$ cat src/rtl/gol_engine_if.sv
// gol_engine_if: command, load, pixel-lookup and status signals between the VGA top level and gol_engine.
interface gol_engine_if;
  logic        frame_tick;
  logic        cmd_run;
  logic        cmd_step;
  logic        cmd_clear;
  logic        cmd_seed;
  logic        wrap_en;
  logic        load_en;
  logic [7:0]  load_x;
  logic [7:0]  load_y;
  logic        load_val;
  logic [9:0]  x_pos;
  logic [9:0]  y_pos;
  logic        cell_alive;
  logic        busy;
  logic        running;
  logic [15:0] gen_count;
  modport master (
    output frame_tick, cmd_run, cmd_step, cmd_clear, cmd_seed, wrap_en,
    output load_en, load_x, load_y, load_val, x_pos, y_pos,
    input  cell_alive, busy, running, gen_count
  );
  modport slave (
    input  frame_tick, cmd_run, cmd_step, cmd_clear, cmd_seed, wrap_en,
    input  load_en, load_x, load_y, load_val, x_pos, y_pos,
    output cell_alive, busy, running, gen_count
  );
endinterface

$ cat src/rtl/gol_engine.sv
// gol_engine: parametrised Game of Life core; one cell per clock into a shadow grid, atomic commit,
// with run pacing, single-step, clear, LFSR seeding, direct load and registered pixel lookup.
module gol_engine #(
  parameter int          GRID_W     = 20,
  parameter int          GRID_H     = 15,
  parameter int          CELL_SHIFT = 5,
  parameter int          GEN_DIV    = 30,
  parameter logic [15:0] LFSR_INIT  = 16'hACE1
) (
  input logic       clk,
  input logic       reset,
  gol_engine_if.slave bus
);
  localparam int N  = GRID_W * GRID_H;
  localparam int IW = (N > 1) ? $clog2(N) : 1;
  localparam int FW = (GEN_DIV > 1) ? $clog2(GEN_DIV) : 1;
  typedef enum logic [1:0] {IDLE, SWEEP, SEED, COMMIT} state_e;
  state_e         state_q;
  logic [N-1:0]   cur_q, nxt_q;
  logic [IW-1:0]  idx_q;
  logic [7:0]     col_q, row_q;
  logic [15:0]    lfsr_q, gen_q;
  logic [FW-1:0]  fcnt_q;
  logic           wrap_q, seed_q, running_q, cell_q;
  logic [7:0]     cm, cp, rm, rp, nb;
  logic           cmv, cpv, rmv, rpv;
  logic [3:0]     n;
  logic           alive_d, disp_d, trig_run, trig, ld_ok, last, col_end;
  logic [9:0]     dc, dr;
  function automatic logic at(input logic [7:0] r, input logic [7:0] c);
    return cur_q[IW'(int'(r) * GRID_W + int'(c))];
  endfunction
  // Neighbour columns/rows always wrap for addressing; the valid flags kill them at dead edges.
  always_comb begin
    cm = (col_q == 8'd0) ? 8'(GRID_W - 1) : col_q - 8'd1;
    cp = (col_q == 8'(GRID_W - 1)) ? 8'd0 : col_q + 8'd1;
    rm = (row_q == 8'd0) ? 8'(GRID_H - 1) : row_q - 8'd1;
    rp = (row_q == 8'(GRID_H - 1)) ? 8'd0 : row_q + 8'd1;
    cmv = wrap_q | (col_q != 8'd0);
    cpv = wrap_q | (col_q != 8'(GRID_W - 1));
    rmv = wrap_q | (row_q != 8'd0);
    rpv = wrap_q | (row_q != 8'(GRID_H - 1));
    nb = {at(rm, cm) & rmv & cmv, at(rm, col_q) & rmv, at(rm, cp) & rmv & cpv,
          at(row_q, cm) & cmv, at(row_q, cp) & cpv,
          at(rp, cm) & rpv & cmv, at(rp, col_q) & rpv, at(rp, cp) & rpv & cpv};
    n = 4'd0;
    for (int k = 0; k < 8; k++) n = n + {3'b000, nb[k]};
    alive_d = (n == 4'd3) | (cur_q[idx_q] & (n == 4'd2));
    dc = bus.x_pos >> CELL_SHIFT;
    dr = bus.y_pos >> CELL_SHIFT;
    disp_d = (int'(dc) < GRID_W && int'(dr) < GRID_H) ? cur_q[IW'(int'(dr) * GRID_W + int'(dc))] : 1'b0;
    trig_run = running_q & bus.frame_tick & (fcnt_q == FW'(GEN_DIV - 1));
    trig = (bus.cmd_step & ~running_q) | trig_run;
    ld_ok = bus.load_en & ~bus.cmd_step & ~bus.cmd_run &
            (int'(bus.load_x) < GRID_W) & (int'(bus.load_y) < GRID_H);
    col_end = col_q == 8'(GRID_W - 1);
    last = col_end & (row_q == 8'(GRID_H - 1));
  end
  always_ff @(posedge clk or posedge reset) begin
    if (reset) begin
      state_q   <= IDLE;
      cur_q     <= '0;
      nxt_q     <= '0;
      idx_q     <= '0;
      col_q     <= '0;
      row_q     <= '0;
      lfsr_q    <= LFSR_INIT;
      gen_q     <= '0;
      fcnt_q    <= '0;
      wrap_q    <= 1'b0;
      seed_q    <= 1'b0;
      running_q <= 1'b0;
      cell_q    <= 1'b0;
    end else begin
      cell_q <= disp_d;
      if (bus.cmd_clear) begin
        state_q   <= IDLE;
        cur_q     <= '0;
        nxt_q     <= '0;
        gen_q     <= '0;
        fcnt_q    <= '0;
        running_q <= 1'b0;
      end else begin
        case (state_q)
          IDLE: begin
            idx_q <= '0;
            col_q <= '0;
            row_q <= '0;
            if (bus.cmd_seed) begin
              state_q <= SEED;
              seed_q  <= 1'b1;
            end else if (trig) begin
              state_q <= SWEEP;
              seed_q  <= 1'b0;
              wrap_q  <= bus.wrap_en;
            end else if (ld_ok)
              cur_q[IW'(int'(bus.load_y) * GRID_W + int'(bus.load_x))] <= bus.load_val;
            if (running_q & bus.frame_tick & ~bus.cmd_seed) fcnt_q <= trig_run ? '0 : fcnt_q + FW'(1);
          end
          SWEEP, SEED: begin
            nxt_q[idx_q] <= (state_q == SEED) ? lfsr_q[0] : alive_d;
            if (state_q == SEED) lfsr_q <= {lfsr_q[14:0], lfsr_q[15] ^ lfsr_q[13] ^ lfsr_q[12] ^ lfsr_q[10]};
            idx_q <= idx_q + IW'(1);
            col_q <= col_end ? 8'd0 : col_q + 8'd1;
            row_q <= col_end ? row_q + 8'd1 : row_q;
            if (last) state_q <= COMMIT;
          end
          default: begin
            cur_q   <= nxt_q;
            gen_q   <= seed_q ? 16'd0 : gen_q + 16'd1;
            state_q <= IDLE;
          end
        endcase
        if (bus.cmd_run) begin
          running_q <= ~running_q;
          fcnt_q    <= '0;
        end
      end
    end
  end
  assign bus.cell_alive = cell_q;
  assign bus.busy       = state_q != IDLE;
  assign bus.running    = running_q;
  assign bus.gen_count  = gen_q;
endmodule

$ cat src/flat_wrapper.sv
// flat-port wrapper written by rule: the top's interface ports become plain ports
module gol_engine_flat 
#(
  parameter int          GRID_W     = 20,
  parameter int          GRID_H     = 15,
  parameter int          CELL_SHIFT = 5,
  parameter int          GEN_DIV    = 30,
  parameter logic [15:0] LFSR_INIT  = 16'hACE1
)
  (clk, reset, bus_frame_tick, bus_cmd_run, bus_cmd_step, bus_cmd_clear, bus_cmd_seed, bus_wrap_en, bus_load_en, bus_load_x, bus_load_y, bus_load_val, bus_x_pos, bus_y_pos, bus_cell_alive, bus_busy, bus_running, bus_gen_count);
  gol_engine_if bus_i ();
  input logic clk;
  input logic reset;
  input wire logic [$bits(bus_i.frame_tick)-1:0] bus_frame_tick;
  input wire logic [$bits(bus_i.cmd_run)-1:0] bus_cmd_run;
  input wire logic [$bits(bus_i.cmd_step)-1:0] bus_cmd_step;
  input wire logic [$bits(bus_i.cmd_clear)-1:0] bus_cmd_clear;
  input wire logic [$bits(bus_i.cmd_seed)-1:0] bus_cmd_seed;
  input wire logic [$bits(bus_i.wrap_en)-1:0] bus_wrap_en;
  input wire logic [$bits(bus_i.load_en)-1:0] bus_load_en;
  input wire logic [$bits(bus_i.load_x)-1:0] bus_load_x;
  input wire logic [$bits(bus_i.load_y)-1:0] bus_load_y;
  input wire logic [$bits(bus_i.load_val)-1:0] bus_load_val;
  input wire logic [$bits(bus_i.x_pos)-1:0] bus_x_pos;
  input wire logic [$bits(bus_i.y_pos)-1:0] bus_y_pos;
  output wire logic [$bits(bus_i.cell_alive)-1:0] bus_cell_alive;
  output wire logic [$bits(bus_i.busy)-1:0] bus_busy;
  output wire logic [$bits(bus_i.running)-1:0] bus_running;
  output wire logic [$bits(bus_i.gen_count)-1:0] bus_gen_count;
  assign bus_i.frame_tick = bus_frame_tick;
  assign bus_i.cmd_run = bus_cmd_run;
  assign bus_i.cmd_step = bus_cmd_step;
  assign bus_i.cmd_clear = bus_cmd_clear;
  assign bus_i.cmd_seed = bus_cmd_seed;
  assign bus_i.wrap_en = bus_wrap_en;
  assign bus_i.load_en = bus_load_en;
  assign bus_i.load_x = bus_load_x;
  assign bus_i.load_y = bus_load_y;
  assign bus_i.load_val = bus_load_val;
  assign bus_i.x_pos = bus_x_pos;
  assign bus_i.y_pos = bus_y_pos;
  assign bus_cell_alive = bus_i.cell_alive;
  assign bus_busy = bus_i.busy;
  assign bus_running = bus_i.running;
  assign bus_gen_count = bus_i.gen_count;
  gol_engine #(.GRID_W(GRID_W), .GRID_H(GRID_H), .CELL_SHIFT(CELL_SHIFT), .GEN_DIV(GEN_DIV), .LFSR_INIT(LFSR_INIT)) u_core (.clk(clk), .reset(reset), .bus(bus_i));
endmodule
$ cat config.mk
export PLATFORM = sky130hd
export DESIGN_NAME = gol_engine_flat
export DESIGN_NICKNAME = d
export VERILOG_FILES = /design/src/rtl/gol_engine_if.sv /design/src/rtl/gol_engine.sv /design/src/flat_wrapper.sv
export SDC_FILE = /design/constraint.sdc
export NUM_CORES = 2
export LEC_CHECK = 0
export CORE_MARGIN = 4
export CORE_UTILIZATION = 59
export DETAILED_ROUTE_END_ITERATION = 12
export HOLD_SLACK_MARGIN = 0.05
export PLACE_DENSITY_LB_ADDON = 0.05
export SLEW_MARGIN = 15
export SYNTH_ARGS = -nofsm -noshare
export SYNTH_HDL_FRONTEND = slang
export SYNTH_SLANG_ARGS = --single-unit
$ cat constraint.sdc
create_clock -name clk -period 22.5 [get_ports clk]
set_input_delay 4.5 -clock clk [delete_from_list [all_inputs] [get_ports clk]]
set_output_delay 4.5 -clock clk [all_outputs]
set_load 0.02 [all_outputs]
After elaboration in Yosys (flattened, before gate mapping)
Cells that the tools add are included.
{"block": "word_totals", "regBits": 668, "latchBits": 0, "ramBits": 0, "mem_bits_ro": 0, "input_bits": 46, "memories": 0}
{"block": "classes", "add_sub_neg": 24, "multipliers": 5, "div_mod_pow": 0, "order_cmp": 17, "n_eq_ne": 17, "shift": 0, "muxes": 69, "n_bitwise": 36, "n_reduce_logical": 25}
{"op": "$mux W300", "n": 6}
{"op": "$bwmux W300", "n": 2}
{"op": "$pmux W300 S2", "n": 1}
{"op": "$lt A9 B11 Y1 const B", "n": 10}
{"op": "$bmux W1 S9", "n": 10}
{"op": "$add A9 B9 Y9", "n": 9}
{"op": "$mux W16", "n": 3}
{"op": "$mux W8", "n": 5}
{"op": "$mul A8 B3 Y7 const B", "n": 4}
{"op": "$pmux W8 S2", "n": 2}
{"op": "$mux W1", "n": 27}
{"op": "$mux W5", "n": 5}
{"op": "$add A4 B1 Y4", "n": 6}
{"op": "$and A1 B1 Y1", "n": 22}
{"op": "$demux W1 S9", "n": 2}
{"op": "$ge A9 B1 Y1 const B", "n": 2}
{"op": "$pmux W9 S2", "n": 1}
{"op": "$add A16 B1 Y16 const B", "n": 1}
{"op": "$add A8 B1 Y8 const B", "n": 2}
{"op": "$logic_not A8 Y1", "n": 2}
{"op": "$reduce_bool A8 Y1", "n": 2}
{"op": "$sub A8 B1 Y8 const B", "n": 2}
{"op": "$lt A9 B10 Y1 const B", "n": 1}
{"op": "$reduce_bool A2 Y1", "n": 5}
{"op": "other kinds (35)", "n": 61}

Logic depth before layout (Yosys ltp)
{"block": "logic_depth", "depth_word": 23, "mapped_depth": 36}

Worst setup path after synthesis
No wires, ideal clock.
{"block": "synth_timing", "kind": "flip-flop to flip-flop", "from": "register u_core.row_q[0]", "to": "register u_core.nxt_q[129]", "setup_ns": 0.099, "arrival_ns": 8.655, "path_slack_ns": 13.746, "path_stages_with_launch": 33, "path_buffers": 5, "synth_period_minus_slack_ns": 8.754, "path_cell_list": "dfrtp_1 -> clkbuf_1 -> inv_1 -> ha_1 -> inv_1 -> a21oi_1 -> ha_1 -> ha_1 -> ha_1 -> inv_1 -> nor3_1 -> a221o_1 -> nor3_1 -> clkbuf_1 -> mux2i_1 -> mux4_2 -> o211ai_1 -> nor4bb_1 -> ha_1 -> inv_1 -> fa_1 -> fa_1 -> inv_1 -> fa_1 -> inv_1 -> fa_1 -> or3_1 -> o41ai_1 -> nor2_1 -> clkbuf_1 -> buf_2 -> buf_2 -> a311oi_1"}
{"block": "synth_between", "elab_chain_len": 23, "elab_cells_between_ends": 72, "cone_classes": "add/sub: 17; mul: 3; eq/ne: 4; mux: 30; bitwise: 16; reduce/logical: 2"}
{"item": "start, declared", "line": "gol_engine.sv:21", "rtl": "logic [7:0] col_q, row_q;"}
{"item": "start signal, assigned", "line": "gol_engine.sv:105", "rtl": "row_q <= col_end ? row_q + 8'd1 : row_q;"}
{"item": "$add A8 B1 Y8 or $eq A8 B4 Y1 (tied branches)", "line": "gol_engine.sv:38", "rtl": "rp = (row_q == 8'(GRID_H - 1)) ? 8'd0 : row_q + 8'd1;"}
{"item": "$mux W8", "line": "gol_engine.sv:38"}
{"item": "$mul A8 B3 Y7", "line": "gol_engine.sv:31", "rtl": "return cur_q[IW'(int'(r) * GRID_W + int'(c))];"}
{"item": "$add A9 B9 Y9", "line": "gol_engine.sv:31"}
{"item": "$bmux W1 S9", "line": "gol_engine.sv:31"}
{"item": "$mux W1 (not written as such) (2 in a row)", "line": "gol_engine.sv:31"}
{"item": "$and A1 B1 Y1 (2 in a row)", "line": "gol_engine.sv:45", "rtl": "at(rp, cm) & rpv & cmv, at(rp, col_q) & rpv, at(rp, cp) & rpv & cpv};"}
{"item": "$add A1 B1 Y2", "line": "gol_engine.sv:47", "rtl": "for (int k = 0; k < 8; k++) n = n + {3'b000, nb[k]};"}
{"item": "$add A4 B1 Y4 (5 in a row)", "line": "gol_engine.sv:47"}
{"item": "$add A4 B1 Y4 (*)", "line": "gol_engine.sv:47"}
{"item": "$eq A4 B2 Y1", "line": "gol_engine.sv:48", "rtl": "alive_d = (n == 4'd3) | (cur_q[idx_q] & (n == 4'd2));"}
{"item": "$and A1 B1 Y1", "line": "gol_engine.sv:48"}
{"item": "$or A1 B1 Y1 (*)", "line": "gol_engine.sv:48"}
{"item": "$mux W1 (*)", "line": "gol_engine.sv:101", "rtl": "nxt_q[idx_q] <= (state_q == SEED) ? lfsr_q[0] : alive_d;"}
{"item": "$bwmux W300 (*)", "line": "gol_engine.sv:101"}
{"item": "$mux W300 (*)", "line": "gol_engine.sv:84", "rtl": "case (state_q)"}
{"item": "$mux W300 (*)", "line": "gol_engine.sv:76", "rtl": "if (bus.cmd_clear) begin"}
{"item": "end signal, assigned by index", "line": "gol_engine.sv:101"}
{"item": "end, declared", "line": "gol_engine.sv:19", "rtl": "logic [N-1:0] cur_q, nxt_q;"}
Every way passes the cells marked *; elsewhere a longest branch is shown, timed or not. The select of a mux whose other input is x is not followed.
A chain may end at the register's enable or synchronous reset.

Worst setup path after layout
{"block": "layout_timing", "from": "register u_core.row_q[0]", "to": "register u_core.nxt_q[200]"}
Same word-level chain as after synthesis.

==> flow_summary.toml <==
[route]
remaining_drc_errors = 0
dr.pass1.iters = 11
drt-wirelength-per-cell_um = 37.7
postRouteWirelength_um = 211000
dr.first_iter.drc_count = 7814
final_antenna_net_count = 0
detailroute.via_count = 46700
vias_per_cell = 8.34

[synth]
yosys.cell_count.top_type = "sky130_fd_sc_hd__dfrtp_1"
synth-compound-area-share = 0.251
synth_adder_area_share = 0.0336
syn-cell-area_um2 = 50700
yosys.area_share.simple = 0.0531
synth_largest_area_cell = "sky130_fd_sc_hd__dfrtp_1"
ys_dominant_reg_cell = "sky130_fd_sc_hd__dfrtp_1"
synthDominantCellAreaShare = 0.326
yosys.area_share.xor_xnor = 0.0188
avgSynthCellArea_um2 = 10.9
synth_enable_flop_cells = 0
synth.lib_cells_used.distinct = 71
yosys_warnings = 0
synth.top_cells.by_count = "sky130_fd_sc_hd__dfrtp_1 (660), sky130_fd_sc_hd__a21oi_1 (626), sky130_fd_sc_hd__mux4_2 (564), sky130_fd_sc_hd__clkbuf_1 (487), sky130_fd_sc_hd__o21ai_0 (314)"
synthesis.nets = 4831
asyncSetResetFlopFracSynth = 1.00
synth_seq_area_share = 0.330
yosys-mux-area-fraction = 0.266
leading_cell_types_by_total_area_after_synthesis = "sky130_fd_sc_hd__dfrtp_1 (33%), sky130_fd_sc_hd__mux4_2 (25%), sky130_fd_sc_hd__a21oi_1 (6.2%)"
synthCells = 4659
synth_top_family_by_area = "multiplexers"
postSynthRegisterBits = 668

[clock_tree]
ctsRootBufferMaster = "sky130_fd_sc_hd__clkbuf_16"
postCtsSetupBuffers = 0
cts_buffer_depth = 3
tritoncts_clock_tree = "built"
cts_inserted_buffers = 78
worstSkewPairLatency_ps = 690
cts-resized-gates = 0
cts_hold_buf = 0
clock-sinks = 668
cts.clk_slew.worst_paths_ps = 60
htree_levels = 3

[setup_path]
endpoint_arrival_time_on_the_critical_path_ps = 12250
worst-endpoint-required_ps = 22980
startpoint_type = "flop"
crit_path_max_fo = 78
timing.setup.critical_path_class = "flop to flop"
crit_path_end_kind = "flop"
worst_path_max_delay_cell = "sky130_fd_sc_hd__nor2_4"
critical_path_buf_inv_count = 7
max_incr_delay_on_cp_ps = 940
cp_top_family = "adder cells"

[global_route]
maximum_number_of_pins_on_one_net_before_global_route_repair = 155
grt-ovfl-total = 0
gr-usage-all-layers = 0.464
vias_in_the_first_global_route = 43600
wire_length_of_the_first_global_routing_pass_um = 308000
initial_antenna_violation_count = 4

[job]
drv.max_cap_violation_count = 0

[place]
pre_cts_ws_ps = 11210
gp_congestion = 1.09
place_hpwl_um = 134000
place.detailed.instances = 5454
io_buffer_count = 54
detailed_place.area_um2 = 52400

[sta]
max_slew_margin = 0.0846
timing_max_transition_violations_final = 0
clock-skew-final_ps = 35.2
final.setup.worst_slack_ps = 10730
finalHoldViolCount = 0
tightest_slew_ps = 1370
fin_tns_setup_ps = 0
finalSetupViolCount = 0
min_period_ps = 11770
min_period_over_period = 0.523
achievable-frequency_mhz = 84.9
grt_setup_unrepaired = "no"

[finish]
postLayoutCellArea_um2 = 55100
drive_gt1_frac = 0.227
final_cells = 5594
nNetsFinal = 4562
layout-area-overhead-vs-synth_pct = 8.64

[floorplan]
die_area_um2 = 90700
die_height_um = 301
initial_utilization = 0.595
die_w_um = 301
site_row_count = 107
design.core.area_um2 = 85300
design.portCount = 65

[min_path]
min_path_type = "flop to flop"

[pwr]
power_per_cell_area_nw_per_um2 = 109
p_leak_uw = 0.0203
vdd.ir_drop.worst_uv = 94.6

[run_status]
run_status = "complete, no violations"
## flip-flops by register name, summed over array words and instances, names as in the netlist
name / cells
u_core.row_q: 8
u_core.bus.cell_alive: 1
u_core.bus.gen_count: 16
u_core.bus.running: 1
u_core.lfsr_q: 16
u_core.seed_q: 1
u_core.nxt_q: 300
u_core.cur_q: 300
u_core.idx_q: 9
u_core.state_q: 2
u_core.wrap_q: 1
u_core.col_q: 8
u_core.fcnt_q: 5
## cell usage in the layout (no fill, tap or decap), types with 51 or more instances in the layout
cell                              Yosys  routed
sky130_fd_sc_hd__a311oi_1           305     305
sky130_fd_sc_hd__o31ai_1            204     204
sky130_fd_sc_hd__ha_1               110     109
sky130_fd_sc_hd__a21oi_1            626     626
sky130_fd_sc_hd__nor2_1             133      92
sky130_fd_sc_hd__a22oi_1            269     269
sky130_fd_sc_hd__dfrtp_1            660     655
sky130_fd_sc_hd__a31oi_1             81      81
sky130_fd_sc_hd__nand3_1             53      53
sky130_fd_sc_hd__nand2_1            118     118
sky130_fd_sc_hd__mux4_2             564     564
sky130_fd_sc_hd__o21ai_0            314     314
sky130_fd_sc_hd__xnor2_1             68      59
sky130_fd_sc_hd__inv_1               54      53
sky130_fd_sc_hd__clkdlybuf4s50_1      0      51
sky130_fd_sc_hd__buf_4                0     166
sky130_fd_sc_hd__clkbuf_16            0      78
## cell families (layout without fill, tap and decap cells)
kind of cell,count (synthesis),after routing
simple gates,534,534
other cells,0,2
flops,668,668
xor+xnor,109,109
mux,638,638
buf+inv,624,413
compound gates,1959,1959
fa+ha+maj,127,127
## area by class of cell
| cell class | instances | area [µm²] |
|---|---|---|
| inverters | 55 | 210 |
| repair buffers | 220 | 1810 |
| flip-flops and latches | 668 | 16700 |
| clock buffers | 113 | 2290 |
| clock inverters | 25 | 332 |
| well taps | 1144 | 1430 |
| multi-input cells | 3367 | 32300 |
| fillers | 6821 | 30200 |
| diodes | 2 | 5.00 |
## stage by stage
step | hold WS [ps] | utilization | power (µW)
after floorplan | 451 | - | 3540
after global placement | 475 | 0.615 | 4510
after detailed placement | 478 | 0.615 | 4540
after CTS | 491 | 0.646 | 5860
after global routing | 506 | 0.646 | 6170
final | 490 | 0.646 | 6010
## final timing paths
path	slack, ps	depth (start not counted)	endpoint	from
min	490	1	u_core.cur_q[295]$_DFFE_PP0P_	u_core.nxt_q[295]$_DFFE_PP0P_
min reg2reg	490	1	u_core.cur_q[295]$_DFFE_PP0P_	u_core.nxt_q[295]$_DFFE_PP0P_
min in group asynchronous	4240	2	u_core.nxt_q[152]$_DFFE_PP0P_	reset
max	10730	28	u_core.nxt_q[200]$_DFFE_PP0P_	u_core.row_q[0]$_DFFE_PP0P_
max reg2reg	10730	28	u_core.nxt_q[200]$_DFFE_PP0P_	u_core.row_q[0]$_DFFE_PP0P_
max in group asynchronous	15510	5	u_core.col_q[1]$_DFFE_PP0P_	reset
## layer usage
layer,wire [µm],GRT usage,part of all wire
met1,74600,0.625,0.35
met2,86800,0.642,0.41
met3,32600,0.174,0.15
met4,16600,0.270,0.079
met5,354,0.0146,0.0017
## power breakdown
group	total, µW	internal [µW]	switching, µW
clock network	1330	751	577
registers	1430	1270	155
logic	3250	1060	2200
total	6010	3080	2930
Power figures use the tool's default switching activity.
